===== src/rtl/laser_spot_tracker_pkg.sv =====
// Shared definitions for the laser spot tracker.
//   PIXEL_SIZE     : width of a packed pixel {R,B,G}
//   *_HI / *_LO    : channel bit positions inside a pixel word
//   state_t        : 2-bit tracker FSM encoding
package laser_spot_tracker_pkg;

  localparam int PIXEL_SIZE = 24;

  localparam int R_HI = 23;
  localparam int R_LO = 16;
  localparam int B_HI = 15;
  localparam int B_LO = 8;
  localparam int G_HI = 7;
  localparam int G_LO = 0;

  typedef enum logic [1:0] {
    ST_IDLE    = 2'd0,
    ST_SCAN    = 2'd1,
    ST_RUN     = 2'd2,
    ST_PUBLISH = 2'd3
  } state_t;

endpackage


===== src/rtl/laser_spot_tracker_pixel_brightness_threshold.sv =====
// Combinational brightness classifier for one pixel.
//   i_data       : pixel {R[23:16],B[15:8],G[7:0]}
//   i_threshold  : brightness threshold
//   o_bright     : (R+G+B)>>2 strictly greater than threshold
//   o_sum_mean   : (R+G+B)>>2, the value that is compared
module pixel_brightness_threshold
  import laser_spot_tracker_pkg::*;
(
  input  logic [PIXEL_SIZE-1:0] i_data,
  input  logic [7:0]            i_threshold,
  output logic                  o_bright,
  output logic [7:0]            o_sum_mean
);

  logic [9:0] w_sum;

  // Sum is 10 bits wide so three full-scale channels never overflow.
  assign w_sum      = {2'b00, i_data[R_HI:R_LO]} + {2'b00, i_data[G_HI:G_LO]} +
                      {2'b00, i_data[B_HI:B_LO]};
  assign o_sum_mean = w_sum[9:2];
  assign o_bright   = (o_sum_mean > i_threshold);

endmodule


===== src/rtl/laser_spot_tracker.sv =====
// Per-frame laser spot locator. Finds the longest horizontal run of bright
// pixels (at least MIN_RUN long) in each frame and publishes its centre once
// per frame, one cycle after the eof pixel.
//   clk, reset_n            : pixel clock, synchronous active-low reset
//   en                      : pixel valid (no backpressure: a pixel is consumed
//                             on every rising edge where en is high; sof/eol/eof
//                             and data are ignored while en is low)
//   sof, eol, eof           : frame/row markers, qualified by en
//   threshold               : brightness threshold
//   pixel_col, pixel_row    : coordinates of data
//   data                    : pixel {R,B,G}
//   laser_xy, laser_found   : last published spot and whether it was found
//   laser_valid             : one-cycle pulse when laser_xy/laser_found update
//   debug                   : brightness overlay (only with LASER_SPOT_DEBUG_EN)
//   fsm_state               : current tracker state, for observation
// Build option: define LASER_SPOT_DEBUG_EN to enable the debug overlay flops;
// otherwise debug is tied to zero.
module laser_spot_tracker
  import laser_spot_tracker_pkg::*;
#(
  parameter int COORD_W = 16,
  parameter int RUN_W   = 16,
  parameter int MIN_RUN = 5
) (
  input  logic                  clk,
  input  logic                  reset_n,
  input  logic                  en,
  input  logic                  sof,
  input  logic                  eol,
  input  logic                  eof,
  input  logic [7:0]            threshold,
  input  logic [COORD_W-1:0]    pixel_col,
  input  logic [COORD_W-1:0]    pixel_row,
  input  logic [PIXEL_SIZE-1:0] data,
  output logic [2*COORD_W-1:0]  laser_xy,
  output logic                  laser_found,
  output logic                  laser_valid,
  output logic [PIXEL_SIZE-1:0] debug,
  output logic [1:0]            fsm_state
);

  state_t             r_state, w_state_nxt, w_cur;
  logic [COORD_W-1:0] r_run_col, r_run_row, w_run_col_nxt, w_run_row_nxt;
  logic [RUN_W-1:0]   r_run_len, w_run_len_nxt, w_len_inc;
  logic [COORD_W-1:0] r_best_x, r_best_y, w_best_x_nxt, w_best_y_nxt;
  logic [RUN_W-1:0]   r_best_len, w_best_len_nxt;
  logic [2*COORD_W-1:0] r_laser_xy;
  logic               r_found, r_valid;
  logic               w_close, w_publish;
  logic [RUN_W-1:0]   w_close_len, w_half;
  logic [COORD_W-1:0] w_close_col, w_close_row;
  logic               w_bright;
  logic [7:0]         w_sum_mean;

  pixel_brightness_threshold u_bright (
    .i_data      (data),
    .i_threshold (threshold),
    .o_bright    (w_bright),
    .o_sum_mean  (w_sum_mean)
  );

  assign w_len_inc = (r_run_len == {RUN_W{1'b1}}) ? r_run_len : r_run_len + RUN_W'(1);
  assign w_half    = (w_close_len - RUN_W'(1)) >> 1;

  always_comb begin
    w_state_nxt    = r_state;
    w_cur          = r_state;
    w_run_col_nxt  = r_run_col;
    w_run_row_nxt  = r_run_row;
    w_run_len_nxt  = r_run_len;
    w_best_x_nxt   = r_best_x;
    w_best_y_nxt   = r_best_y;
    w_best_len_nxt = r_best_len;
    w_close        = 1'b0;
    w_close_len    = r_run_len;
    w_close_col    = r_run_col;
    w_close_row    = r_run_row;
    w_publish      = 1'b0;

    // Best run is forgotten once published, so an eof arriving without a
    // fresh sof reports not-found.
    if (r_state == ST_PUBLISH) begin
      w_state_nxt    = ST_IDLE;
      w_best_len_nxt = '0;
    end

    if (en) begin
      if (sof) begin
        w_cur          = ST_SCAN;
        w_state_nxt    = ST_SCAN;
        w_best_len_nxt = '0;
        w_run_len_nxt  = '0;
      end

      case (w_cur)
        ST_SCAN: begin
          w_state_nxt = ST_SCAN;
          if (w_bright) begin
            w_run_col_nxt = pixel_col;
            w_run_row_nxt = pixel_row;
            w_run_len_nxt = RUN_W'(1);
            if (eol || eof) begin
              // single-pixel run ending at row end closes immediately
              w_close     = 1'b1;
              w_close_len = RUN_W'(1);
              w_close_col = pixel_col;
              w_close_row = pixel_row;
            end else begin
              w_state_nxt = ST_RUN;
            end
          end
        end
        ST_RUN: begin
          if (w_bright) begin
            w_run_len_nxt = w_len_inc;
            if (eol || eof) begin
              // bright pixel at row end is part of the run it closes
              w_close     = 1'b1;
              w_close_len = w_len_inc;
              w_state_nxt = ST_SCAN;
            end
          end else begin
            w_close     = 1'b1;
            w_close_len = r_run_len;
            w_state_nxt = ST_SCAN;
          end
        end
        default: ;
      endcase

      if (eof) begin
        w_state_nxt = ST_PUBLISH;
        w_publish   = 1'b1;
      end
    end

    // Strictly longer replaces: on a tie the earlier run is kept.
    if (w_close && (w_close_len >= RUN_W'(MIN_RUN)) && (w_close_len > w_best_len_nxt)) begin
      w_best_len_nxt = w_close_len;
      w_best_x_nxt   = w_close_col + COORD_W'(w_half);
      w_best_y_nxt   = w_close_row;
    end
  end

  always_ff @(posedge clk) begin
    if (!reset_n) begin
      r_state    <= ST_IDLE;
      r_run_col  <= '0;
      r_run_row  <= '0;
      r_run_len  <= '0;
      r_best_x   <= '0;
      r_best_y   <= '0;
      r_best_len <= '0;
      r_laser_xy <= '0;
      r_found    <= 1'b0;
      r_valid    <= 1'b0;
    end else begin
      r_state    <= w_state_nxt;
      r_run_col  <= w_run_col_nxt;
      r_run_row  <= w_run_row_nxt;
      r_run_len  <= w_run_len_nxt;
      r_best_x   <= w_best_x_nxt;
      r_best_y   <= w_best_y_nxt;
      r_best_len <= w_best_len_nxt;
      r_valid    <= w_publish;
      // Publish uses the best values including a run closed by the eof pixel.
      if (w_publish) begin
        r_found <= (w_best_len_nxt != '0);
        if (w_best_len_nxt != '0) begin
          r_laser_xy <= {w_best_x_nxt, w_best_y_nxt};
        end
      end
    end
  end

`ifdef LASER_SPOT_DEBUG_EN
  logic [PIXEL_SIZE-1:0] r_debug;

  always_ff @(posedge clk) begin
    if (!reset_n) begin
      r_debug <= '0;
    end else begin
      r_debug <= (en && w_bright) ? {3{w_sum_mean}} : '0;
    end
  end

  assign debug = r_debug;
`else
  logic w_unused_sum;

  assign w_unused_sum = ^w_sum_mean;
  assign debug        = '0;
`endif

  assign laser_xy    = r_laser_xy;
  assign laser_found = r_found;
  assign laser_valid = r_valid;
  assign fsm_state   = r_state;

endmodule


===== config.mk =====
export PLATFORM = sky130hd
export DESIGN_NAME = laser_spot_tracker
export DESIGN_NICKNAME = d
export VERILOG_FILES = /design/src/rtl/laser_spot_tracker_pkg.sv /design/src/rtl/laser_spot_tracker_pixel_brightness_threshold.sv /design/src/rtl/laser_spot_tracker.sv
export SDC_FILE = /design/constraint.sdc
export NUM_CORES = 1
export LEC_CHECK = 0
export BUFFER_PORTS_ARGS = -buffer_cell sky130_fd_sc_hd__buf_4
export CORE_MARGIN = 2
export CORE_UTILIZATION = 25
export DETAILED_ROUTE_END_ITERATION = 8
export GPL_TIMING_DRIVEN = 0
export HOLD_SLACK_MARGIN = 0.06
export PLACE_DENSITY = 0.46
export SLEW_MARGIN = 10
export SYNTH_ARGS = -nofsm -noshare
export SYNTH_HDL_FRONTEND = slang
export SYNTH_SLANG_ARGS = --single-unit

===== constraint.sdc =====
create_clock -name clk -period 8.2 [get_ports clk]
set_input_delay 0.82 -clock clk [delete_from_list [all_inputs] [get_ports clk]]
set_output_delay 0.82 -clock clk [all_outputs]
set_load 0.005 [all_outputs]

==> results.json, run 1 <==
{
  "p_int_mw": 1.43,
  "r2r_start": "r_run_len[0]",
  "power.switching_uw": 721,
  "cts_tree": "built",
  "synth.distinct_cells": 83,
  "place.port_buffers": 104,
  "drc": 0,
  "ys_seq_elements": 132,
  "yosysSeqAreaShare_pct": 30.4,
  "numCtsBuffers": 17,
  "path_clk_slew_ns": 0.06,
  "r2r-end": "laser_xy[29]",
  "finalCritPeriodShare_pct": 93.5,
  "comb_power_share_pct": 32.9,
  "syn_area_per_cell_sq_um": 8.10,
  "critPathLaunch": "data[0]",
  "cp-end-kind": "flop",
  "crit_top_cell": "o21a_1",
  "dieWidth_microns": 190,
  "first_pass_iters": 5,
  "max_cap_violations": 0,
  "whs_ns": 0.452,
  "drtAntennaViolNets": 0,
  "grt_antenna_before_repair": 0,
  "fill_cells": 3695,
  "grt_max_degree": 17,
  "hold_class": "reg2reg",
  "drt_iter0_markers": 501,
  "finalPower_mw": 2.15,
  "final_cell_area_sq_mm": 0.0111,
  "synth.most_common_cell": "nand2_1",
  "status": "finished, final reports clean",
  "netSwitchingFraction_pct": 33.5,
  "drive_gt1_share_pct": 23.7,
  "grt_usage_pct": 15.1,
  "cts-root-buf": "clkbuf_16",
  "clkLatencyLatePin_ns": 0.42,
  "grt.overflow.total": 0,
  "crit_family": "compound AO/OA/AOI/OAI gates",
  "critPathCapture": "laser_xy[6]",
  "fp.dieH_microns": 190,
  "critPathRequiredTime_ns": 8.50,
  "yosysWarnings": 0,
  "leakage_nw": 4.79,
  "start_util_pct": 25.3,
  "clkSinkCount": 132,
  "clock_path_buffers": 2,
  "hold_viol_final": 0,
  "layout_min_cycle_time_ns": 7.67,
  "grt_pass1_wl_mm": 42.4,
  "netlist_instances": 1072,
  "netlist_area_sq_mm": 0.00868,
  "start_kind": "input pin",
  "critPathBufInv": 8,
  "cp_slowest_cell": "fa_1",
  "hold_start": "r_run_col[6]",
  "clock_skew_ns": 0.00709,
  "holdBufCountCts": 0,
  "htreeDepth": 4,
  "wl_per_cell_microns": 16.0,
  "p_seq_share_pct": 30.9,
  "reg2reg_depth": 22,
  "maxSlewViolCount": 0,
  "io_pins": 130,
  "p_per_area_mw_per_mm2": 194,
  "synth_top_area_share_pct": 30.4,
  "maxSlewHeadroom_pct": 32.3,
  "core_area_sq_mm": 0.0344,
  "r2r_slack_ns": 2.31,
  "synth_commonest_cells": "nand2_1 (135), dfxtp_1 (132), nor2_1 (98)",
  "grt_setup_unrepaired": "no",
  "gp_congestion": 0.860,
  "routed_wl_mm": 27.2,
  "vias": 8034,
  "crit_type": "in2reg",
  "yosysTopAreaCell": "dfxtp_1",
  "dpl.hpwl_mm": 20.7,
  "rows": 68,
  "area_delta_synth_final_pct": 27.6,
  "ys_async_sr_fraction_pct": 0,
  "fmax_mhz": 130,
  "dieArea_sq_mm": 0.0362,
  "grt_pass1_vias": 7686,
  "vdd_drop_max_mv": 0.131,
  "p_clk_share_pct": 36.2,
  "routed_via_density": 4.72,
  "slowest_delay_ns": 0.48,
  "synth-edff-count": 0,
  "final_nets": 1367,
  "synth.area.top_cells": "dfxtp_1 (30%), ha_1 (8.5%), nand2_1 (5.8%)",
  "arrival_ns": 7.97,
  "cp.depth": 39,
  "worstMarginPinSlew_ns": 1.01,
  "diodes": 0,
  "place_area_sq_mm": 0.0101,
  "finalSetupViolations": 0,
  "crit_fanout": 10,
  "synthFlopType": "dfxtp_1"
}
==> layer usage <==
layer / up-vias / GRT usage [%] / part of all wire, % / wire [microns]
li1: 4102 / - / - / -
met5: - / 0 / 0 / 0
met3: 25 / 2.72 / 4.5 / 1230
met1: 3725 / 21.0 / 49 / 13500
met2: 182 / 23.9 / 45 / 12100
met4: 0 / 3.79 / 1.4 / 387
==> flip-flops by register name (all words and copies together), names as in the netlist <==
name	cells
fsm_state	2
laser_found	1
laser_valid	1
laser_xy	32
r_best_len	16
r_best_x	16
r_best_y	16
r_run_col	16
r_run_len	16
r_run_row	16
==> power by group through the flow <==
| stage | Sequential [mW] | Combinational [mW] | Clock [mW] |
|---|---|---|---|
| 6_report | 0.665 | 0.708 | 0.778 |
| 5_1_grt | 0.667 | 0.790 | 0.825 |
| 4_1_cts | 0.665 | 0.672 | 0.798 |
| 3_5_place_dp | 0.679 | 0.651 | 0 |
| 3_3_place_gp | 0.679 | 0.648 | 0 |
| 2_1_floorplan | 0.677 | 0.478 | 0 |
==> logic make-up (layout without fill, tap and decap cells) <==
group                      count (synthesis)  in the layout  synth area share, %
DFF                                      132            132                 30.4
AOI/OAI and AO/OA                        273            273                 20.7
adders and majority gates                 61             61                 8.96
buffers and inverters                    133            286                 7.72
xor gates and xnor gates                  36             36                 3.63
and+or+nand+nor                          363            363                 19.5
other                                      1             24               0.0432
muxes                                     73             73                 9.01
==> worst min-delay path by stage <==
| stage | end | slack [ns] | depth (start not counted) |
|---|---|---|---|
| 6_report | r_run_col[6] | 0.45 | 2 |
| 5_1_grt | r_run_col[7] | 0.47 | 2 |
| 3_5_place_dp | r_run_col[6] | 0.45 | 2 |
| 4_1_cts | r_run_col[4] | 0.46 | 2 |
| 2_1_floorplan | r_run_col[0] | 0.43 | 2 |
| 3_3_place_gp | r_run_col[1] | 0.44 | 2 |
==> worst min-delay path, stage by stage, from the launching register on <==
cell,delay [ns]
dfxtp_1,0.31
nand2_1,0.05
a21oi_1,0.05
==> placed cells by master, fill, tap and decap left out, types with 4 or more instances in the layout <==
cell	synthesis	final
nand2_1	135	135
nor3_1	25	24
nand3_1	29	27
inv_1	47	47
o21ai_2	0	5
a31oi_1	7	4
a21oi_1	93	90
dfxtp_1	132	132
a211oi_1	5	4
clkbuf_2	3	6
conb_1	1	24
o21ai_0	41	38
nor2_1	98	95
xnor2_1	25	25
nand2b_1	13	13
nand4_1	8	8
a21o_1	11	10
buf_4	27	149
and2_1	6	6
o22ai_1	18	18
clkbuf_16	0	17
clkbuf_1	39	33
mux2_2	37	37
and3_1	8	7
buf_2	9	7
buf_6	3	6
a22oi_1	10	10
mux2i_1	35	35
o21a_1	10	10
and4_1	4	4
nor4_1	6	6
o31ai_1	20	19
or2_2	5	5
o211ai_1	9	9
xor2_1	11	11
nor2b_1	7	7
or3_1	4	4
ha_1	59	59
==> final cells by class <==
| class | instances | area, sq um | share of cell area (%) |
|---|---|---|---|
| Buffer | 83 | 514 | 4.64 |
| Clock buffer | 20 | 467 | 4.21 |
| Clock inverter | 11 | 125 | 1.13 |
| Inverter | 50 | 188 | 1.69 |
| Multi-Input combinational cell | 830 | 5640 | 50.9 |
| Sequential cell | 132 | 2640 | 23.9 |
| Tap cell | 455 | 569 | 5.14 |
| Timing Repair Buffer | 122 | 928 | 8.38 |
==> through the flow <==
stage / instances / setup TNS, ns / utilization (%) / worst slack [ns]
after floorplan: 1095 / 0 / - / 0.0774
after global placement: 1654 / -65.73 / 29.4 / -1.76
after detailed placement: 1654 / -64.55 / 29.4 / -1.80
after CTS: 1689 / 0 / 31.4 / 0.0236
after global routing: 1703 / 0 / 32.2 / 0.0270
final: 1703 / 0 / 32.2 / 0.532
==> what timing repair did <==
action                     4_1_cts  5_1_grt
gates resized for setup         16       47
setup endpoints to repair       78       81
pin swaps                        2       10
setup buffers                    4       14
Note: power is estimated with default switching activity, not from simulation.
==> run 2, diff against run 1 <==
- BUFFER_PORTS_ARGS: -buffer_cell sky130_fd_sc_hd__buf_4 -> default
- CORE_MARGIN: 2 -> 4
- DONT_BUFFER_PORTS: default -> 1
- PLACE_DENSITY: 0.46 -> 0.43
==> run 2 against run 1 <==
  * Cell area down 7.7%
  * Critical path depth shrank 4
  * Total power up 0.78%
  * Clock-buffer cell count unchanged
  * Critical endpoint is now laser_xy[29]
  * Largest cell class unchanged
==> results.json, run 2 (synthesis gave the netlist of run 1 again) <==
{
  "fmax_mhz": 129,
  "vdd_drop_max_mv": 0.139,
  "critPathLaunch": "data[0]",
  "hold_viol_final": 0,
  "whs_ns": 0.451,
  "tns_ns": 0,
  "leakage_nw": 4.24,
  "grt.overflow.total": 0,
  "maxSlewViolCount": 0,
  "hold_start": "r_run_col[4]",
  "clkSinkCount": 132,
  "cts-root-buf": "clkbuf_16",
  "p_clk_share_pct": 38.7,
  "grt_pass1_wl_mm": 43.9,
  "dieArea_sq_mm": 0.0378,
  "drt_iter0_markers": 567,
  "p_per_area_mw_per_mm2": 212,
  "numCtsBuffers": 17,
  "htreeDepth": 4,
  "core_area_sq_mm": 0.0339,
  "start_kind": "input pin",
  "wl_per_cell_microns": 17.5,
  "clkLatencyLatePin_ns": 0.42,
  "drtAntennaViolNets": 0,
  "clock_skew_ns": 0.00978,
  "drive_gt1_share_pct": 16.0,
  "io_pins": 130,
  "critPathRequiredTime_ns": 8.54,
  "drc": 0,
  "diodes": 0,
  "netSwitchingFraction_pct": 32.4,
  "maxSlewHeadroom_pct": 30.4,
  "fp.dieH_microns": 194,
  "clock_path_buffers": 2,
  "largest_reg_flops": 32,
  "status": "finished, final reports clean",
  "gp_congestion": 0.873,
  "first_pass_iters": 5,
  "power.switching_uw": 702,
  "place.port_buffers": 0,
  "r2r_start": "fsm_state[0]",
  "routed_via_density": 4.92,
  "crit_type": "in2reg",
  "comb_power_share_pct": 30.6,
  "vias": 7787,
  "grt_pass1_vias": 7548,
  "grt_antenna_before_repair": 0,
  "dpl.hpwl_mm": 21.3,
  "area_delta_synth_final_pct": 17.8,
  "layout_min_cycle_time_ns": 7.74,
  "start_util_pct": 25.6,
  "p_seq_share_pct": 30.7,
  "cp-end-kind": "flop",
  "max_cap_violations": 0,
  "finalSetupViolations": 0,
  "grt_usage_pct": 14.5,
  "grt_max_degree": 17,
  "finalCritPeriodShare_pct": 94.4,
  "crit_top_cell": "o21a_1",
  "worstMarginPinSlew_ns": 1.04,
  "dieWidth_microns": 194,
  "final_nets": 1254,
  "grt_setup_unrepaired": "no",
  "final_cell_mix": "nand2_1 (135), dfxtp_1 (132), nor2_1 (96), a21oi_1 (90), ha_1 (59)",
  "final_common_cell": "nand2_1",
  "slowest_delay_ns": 0.48,
  "p_int_mw": 1.47,
  "rows": 67,
  "cp_slowest_cell": "fa_1",
  "crit_fanout": 10,
  "hold_class": "reg2reg",
  "routed_wl_mm": 27.8,
  "cts_tree": "built",
  "path_clk_slew_ns": 0.06,
  "fill_cells": 3689,
  "arrival_ns": 8.08
}
run 2: cell count changes in the layout (fill, tap and decap cells not counted), sizes merged:
cell / previous run / this run
buf: 165 / 50
bufinv: 2 / 4
clkbuf: 60 / 62
inv: 51 / 50
run 2: routing by layer:
metal	GRT usage (%)	routed length [microns]	vias to the layer above
met5	0	0	-
met4	2.94	310	0
met3	3.83	1750	18
met2	22.9	12400	207
met1	20.2	13300	3684
li1	-	-	3878
run 2: worst max-delay path, delay by kind of cell:
kind	cells	cell delay (ns)
AND/OR/NAND/NOR	8	1.22
buffers and inverters	5	0.79
adder cells (fa/ha/maj)	5	1.55
multiplexers	3	0.75
XOR/XNOR	1	0.16
AO/OA/AOI/OAI	13	2.77
run 2: final cells by class:
| class | instances | area, sq um | area share (%) |
|---|---|---|---|
| Buffer | 83 | 513 | 5.02 |
| Timing Repair Buffer | 9 | 80.1 | 0.783 |
| Multi-Input combinational cell | 830 | 5600 | 54.8 |
| Clock inverter | 12 | 176 | 1.72 |
| Sequential cell | 132 | 2640 | 25.8 |
| Inverter | 50 | 188 | 1.83 |
| Clock buffer | 20 | 467 | 4.56 |
| Tap cell | 448 | 561 | 5.48 |
run 2: per-stage QoR:
step / utilization (%) / cell area (sq um) / total power [mW] / setup WS (ns) / std cells
2_1_floorplan: - / 8770 / 1.16 / 0.0774 / 1095
3_3_place_gp: 27.5 / 9330 / 1.30 / -1.79 / 1543
3_5_place_dp: 27.5 / 9330 / 1.30 / -1.80 / 1543
4_1_cts: 29.7 / 10100 / 2.17 / 0.00562 / 1579
5_1_grt: 30.2 / 10200 / 2.31 / 0.00455 / 1584
6_report: 30.2 / 10200 / 2.17 / 0.460 / 1584
run 2: power groups by stage:
stage	sequential [mW]	combinational [mW]	clock (mW)
floorplan	0.677	0.478	0
global placement	0.679	0.621	0
detailed placement	0.679	0.621	0
CTS	0.665	0.638	0.863
global route	0.667	0.749	0.891
finish	0.665	0.663	0.840
run 2: worst paths after layout:
path	endpoint	slack, ns	cells past startpoint
worst min register to register	r_run_col[4]	0.45	2
worst max register to register	laser_xy[29]	2.38	23
worst min-delay path	r_run_col[4]	0.45	2
worst max-delay path	laser_xy[29]	0.46	35
run 2: timing repair:
item / in CTS / in global routing
gates resized for setup: 16 / 37
pin swaps: 2 / 5
endpoints found under the setup margin: 65 / 81
setup buffers: 4 / 5
hold buffers: 0 / 0
==> run 3, diff against run 2 <==
- CORE_UTILIZATION: 25 -> 35
- PLACE_DENSITY: 0.43 -> 0.54
- SYNTH_HIERARCHICAL: default -> 1
==> run 3 against run 2 <==
  * Register-to-register slack improved by 0.09 ns
  * Hold slack improved by 0.0011 ns
  * Clock-buffer cell count unchanged
  * Via count decreased by 0.23%
  * Core utilization increased by 10 points
  * Cell area decreased by 3.3%
  * Largest cell class unchanged
  * Clock power decreased by 6.7%
  * Critical endpoint is now r_best_x[15]
==> results.json, run 3 <==
{
  "status": "finished, final reports clean",
  "drtAntennaViolNets": 0,
  "gp_congestion": 0.922,
  "drc": 0,
  "holdPathStages": 2,
  "vias": 7769,
  "start_kind": "input pin",
  "netlist_area_sq_mm": 0.00873,
  "final_common_cell": "nand2_1",
  "maxSlewHeadroom_pct": 27.7,
  "r2r_slack_ns": 2.47,
  "worstMarginPinSlew_ns": 1.08,
  "cts-root-buf": "clkbuf_16",
  "p_per_area_mw_per_mm2": 234,
  "place_area_sq_mm": 0.00923,
  "netlist_instances": 1064,
  "max_cap_violations": 0,
  "dieWidth_microns": 166,
  "clock_skew_ns": 0.00868,
  "r2r-end": "laser_xy[30]",
  "final_nets": 1240,
  "io_pins": 130,
  "critPathCapture": "r_best_x[15]",
  "clkLatencyLatePin_ns": 0.42,
  "leakage_nw": 3.92,
  "core_area_sq_mm": 0.0245,
  "cp-end-kind": "flop",
  "grt_pass1_wl_mm": 41.1,
  "grt_usage_pct": 18.3,
  "p_int_mw": 1.49,
  "fp.dieH_microns": 166,
  "p_seq_share_pct": 29.2,
  "rows": 57,
  "area_delta_synth_final_pct": 13.3,
  "vdd_drop_max_mv": 0.155,
  "final_cell_mix": "nand2_1 (135), dfxtp_1 (132), a21oi_1 (108), nor2_1 (96), ha_1 (51)",
  "syn_area_per_cell_sq_um": 8.21,
  "p_clk_share_pct": 33.9,
  "hold_class": "reg2reg",
  "finalPower_mw": 2.32,
  "maxSlewViolCount": 0,
  "first_pass_iters": 6,
  "dieArea_sq_mm": 0.0275,
  "clock_path_buffers": 2,
  "grt_pass1_vias": 7397,
  "cts_tree": "built",
  "holdBufCountCts": 0,
  "yosysWarnings": 6,
  "r2r_start": "r_run_len[0]",
  "place.port_buffers": 0,
  "clkSinkCount": 132,
  "grt_setup_unrepaired": "no",
  "arrival_ns": 7.81,
  "layout_min_cycle_time_ns": 7.54,
  "power.switching_uw": 831,
  "drt_iter0_markers": 534,
  "crit_type": "in2reg",
  "comb_power_share_pct": 36.9,
  "critPathLaunch": "data[1]",
  "wl_per_cell_microns": 17.7,
  "grt.overflow.total": 0,
  "finalCritPeriodShare_pct": 91.9,
  "dp_slack_ns": -0.455,
  "htreeDepth": 4,
  "slowest_delay_ns": 0.55,
  "hold_viol_final": 0,
  "final_cell_area_sq_mm": 0.00989,
  "reg2reg_depth": 21,
  "finalSetupViolations": 0,
  "path_clk_slew_ns": 0.06,
  "largest_reg_flops": 32,
  "routed_wl_mm": 25.6,
  "grt_max_degree": 17,
  "crit_fanout": 10,
  "netSwitchingFraction_pct": 35.9,
  "start_util_pct": 35.7,
  "routed_via_density": 5.37,
  "diodes": 0,
  "cp_slowest_cell": "fa_1",
  "worst_slack_ns": 0.662,
  "critPathRequiredTime_ns": 8.47,
  "drive_gt1_share_pct": 13.5,
  "dpl.hpwl_mm": 19.2,
  "grt_antenna_before_repair": 0,
  "fmax_mhz": 133,
  "numCtsBuffers": 17
}
==> run 3: how the worst min path moves through the flow <==
stage               slack, ns       endpoint           from
global route             0.47   r_run_row[0]   r_run_row[0]
global placement         0.44  r_run_col[10]  r_run_col[10]
floorplan                0.43   r_run_col[0]   r_run_col[0]
CTS                      0.45  r_run_col[14]  r_run_col[14]
detailed placement       0.45   r_run_col[0]   r_run_col[0]
finish                   0.45   r_run_row[1]   r_run_row[1]
==> run 3: critical path, delay by kind of cell <==
family	cells	cell delay (ns)
compound gates	11	2.64
xor+xnor	1	0.18
buf+inv	4	0.76
simple gates	11	1.58
mux	2	0.31
fa+ha+maj	4	1.50
==> run 3: what timing repair did <==
item | 4_1_cts | 5_1_grt
cloned | 0 | 0
gates resized for setup | 1 | 7
pin swaps | 0 | 2
endpoints found under the setup margin | 2 | 12
setup buffers | 0 | 4
==> run 3: stage by stage <==
step / cells / hold slack [ns] / TNS [ns] / util [%]
global placement: 1411 / 0.439 / -2.32 / 37.7
finish: 1447 / 0.452 / 0 / 40.4
global route: 1447 / 0.473 / 0 / 40.4
detailed placement: 1411 / 0.446 / -1.80 / 37.7
CTS: 1443 / 0.455 / 0 / 40.2
floorplan: 1087 / 0.433 / 0 / -
==> run 3: per-layer routing <==
layer  vias to the layer above  wire length, microns  global-route usage (%)
met4                         0                   439                    4.91
met3                        31                  1790                    4.55
met2                       243                 11700                    29.1
met1                      3633                 11700                    24.7
met5                         -                     0                       0
li1                       3862                     -                       -
==> run 3: power by group through the flow <==
stage                     registers, mW  clock network (mW)  logic (mW)
after floorplan                   0.686                   0       0.635
after global placement            0.691                   0       0.825
after detailed placement          0.691                   0       0.825
after CTS                         0.677               0.797       0.835
after global routing              0.680               0.832       0.948
final                             0.677               0.784       0.855
==> run 3: area by class of cell <==
class | count | area (sq um)
Clock buffer | 20 | 457
Tap cell | 324 | 405
Inverter | 41 | 154
Fill cell | 2524 | 14600
Buffer | 84 | 448
Sequential cell | 132 | 2640
Multi-Input combinational cell | 830 | 5610
Clock inverter | 12 | 144
Timing Repair Buffer | 4 | 30.0
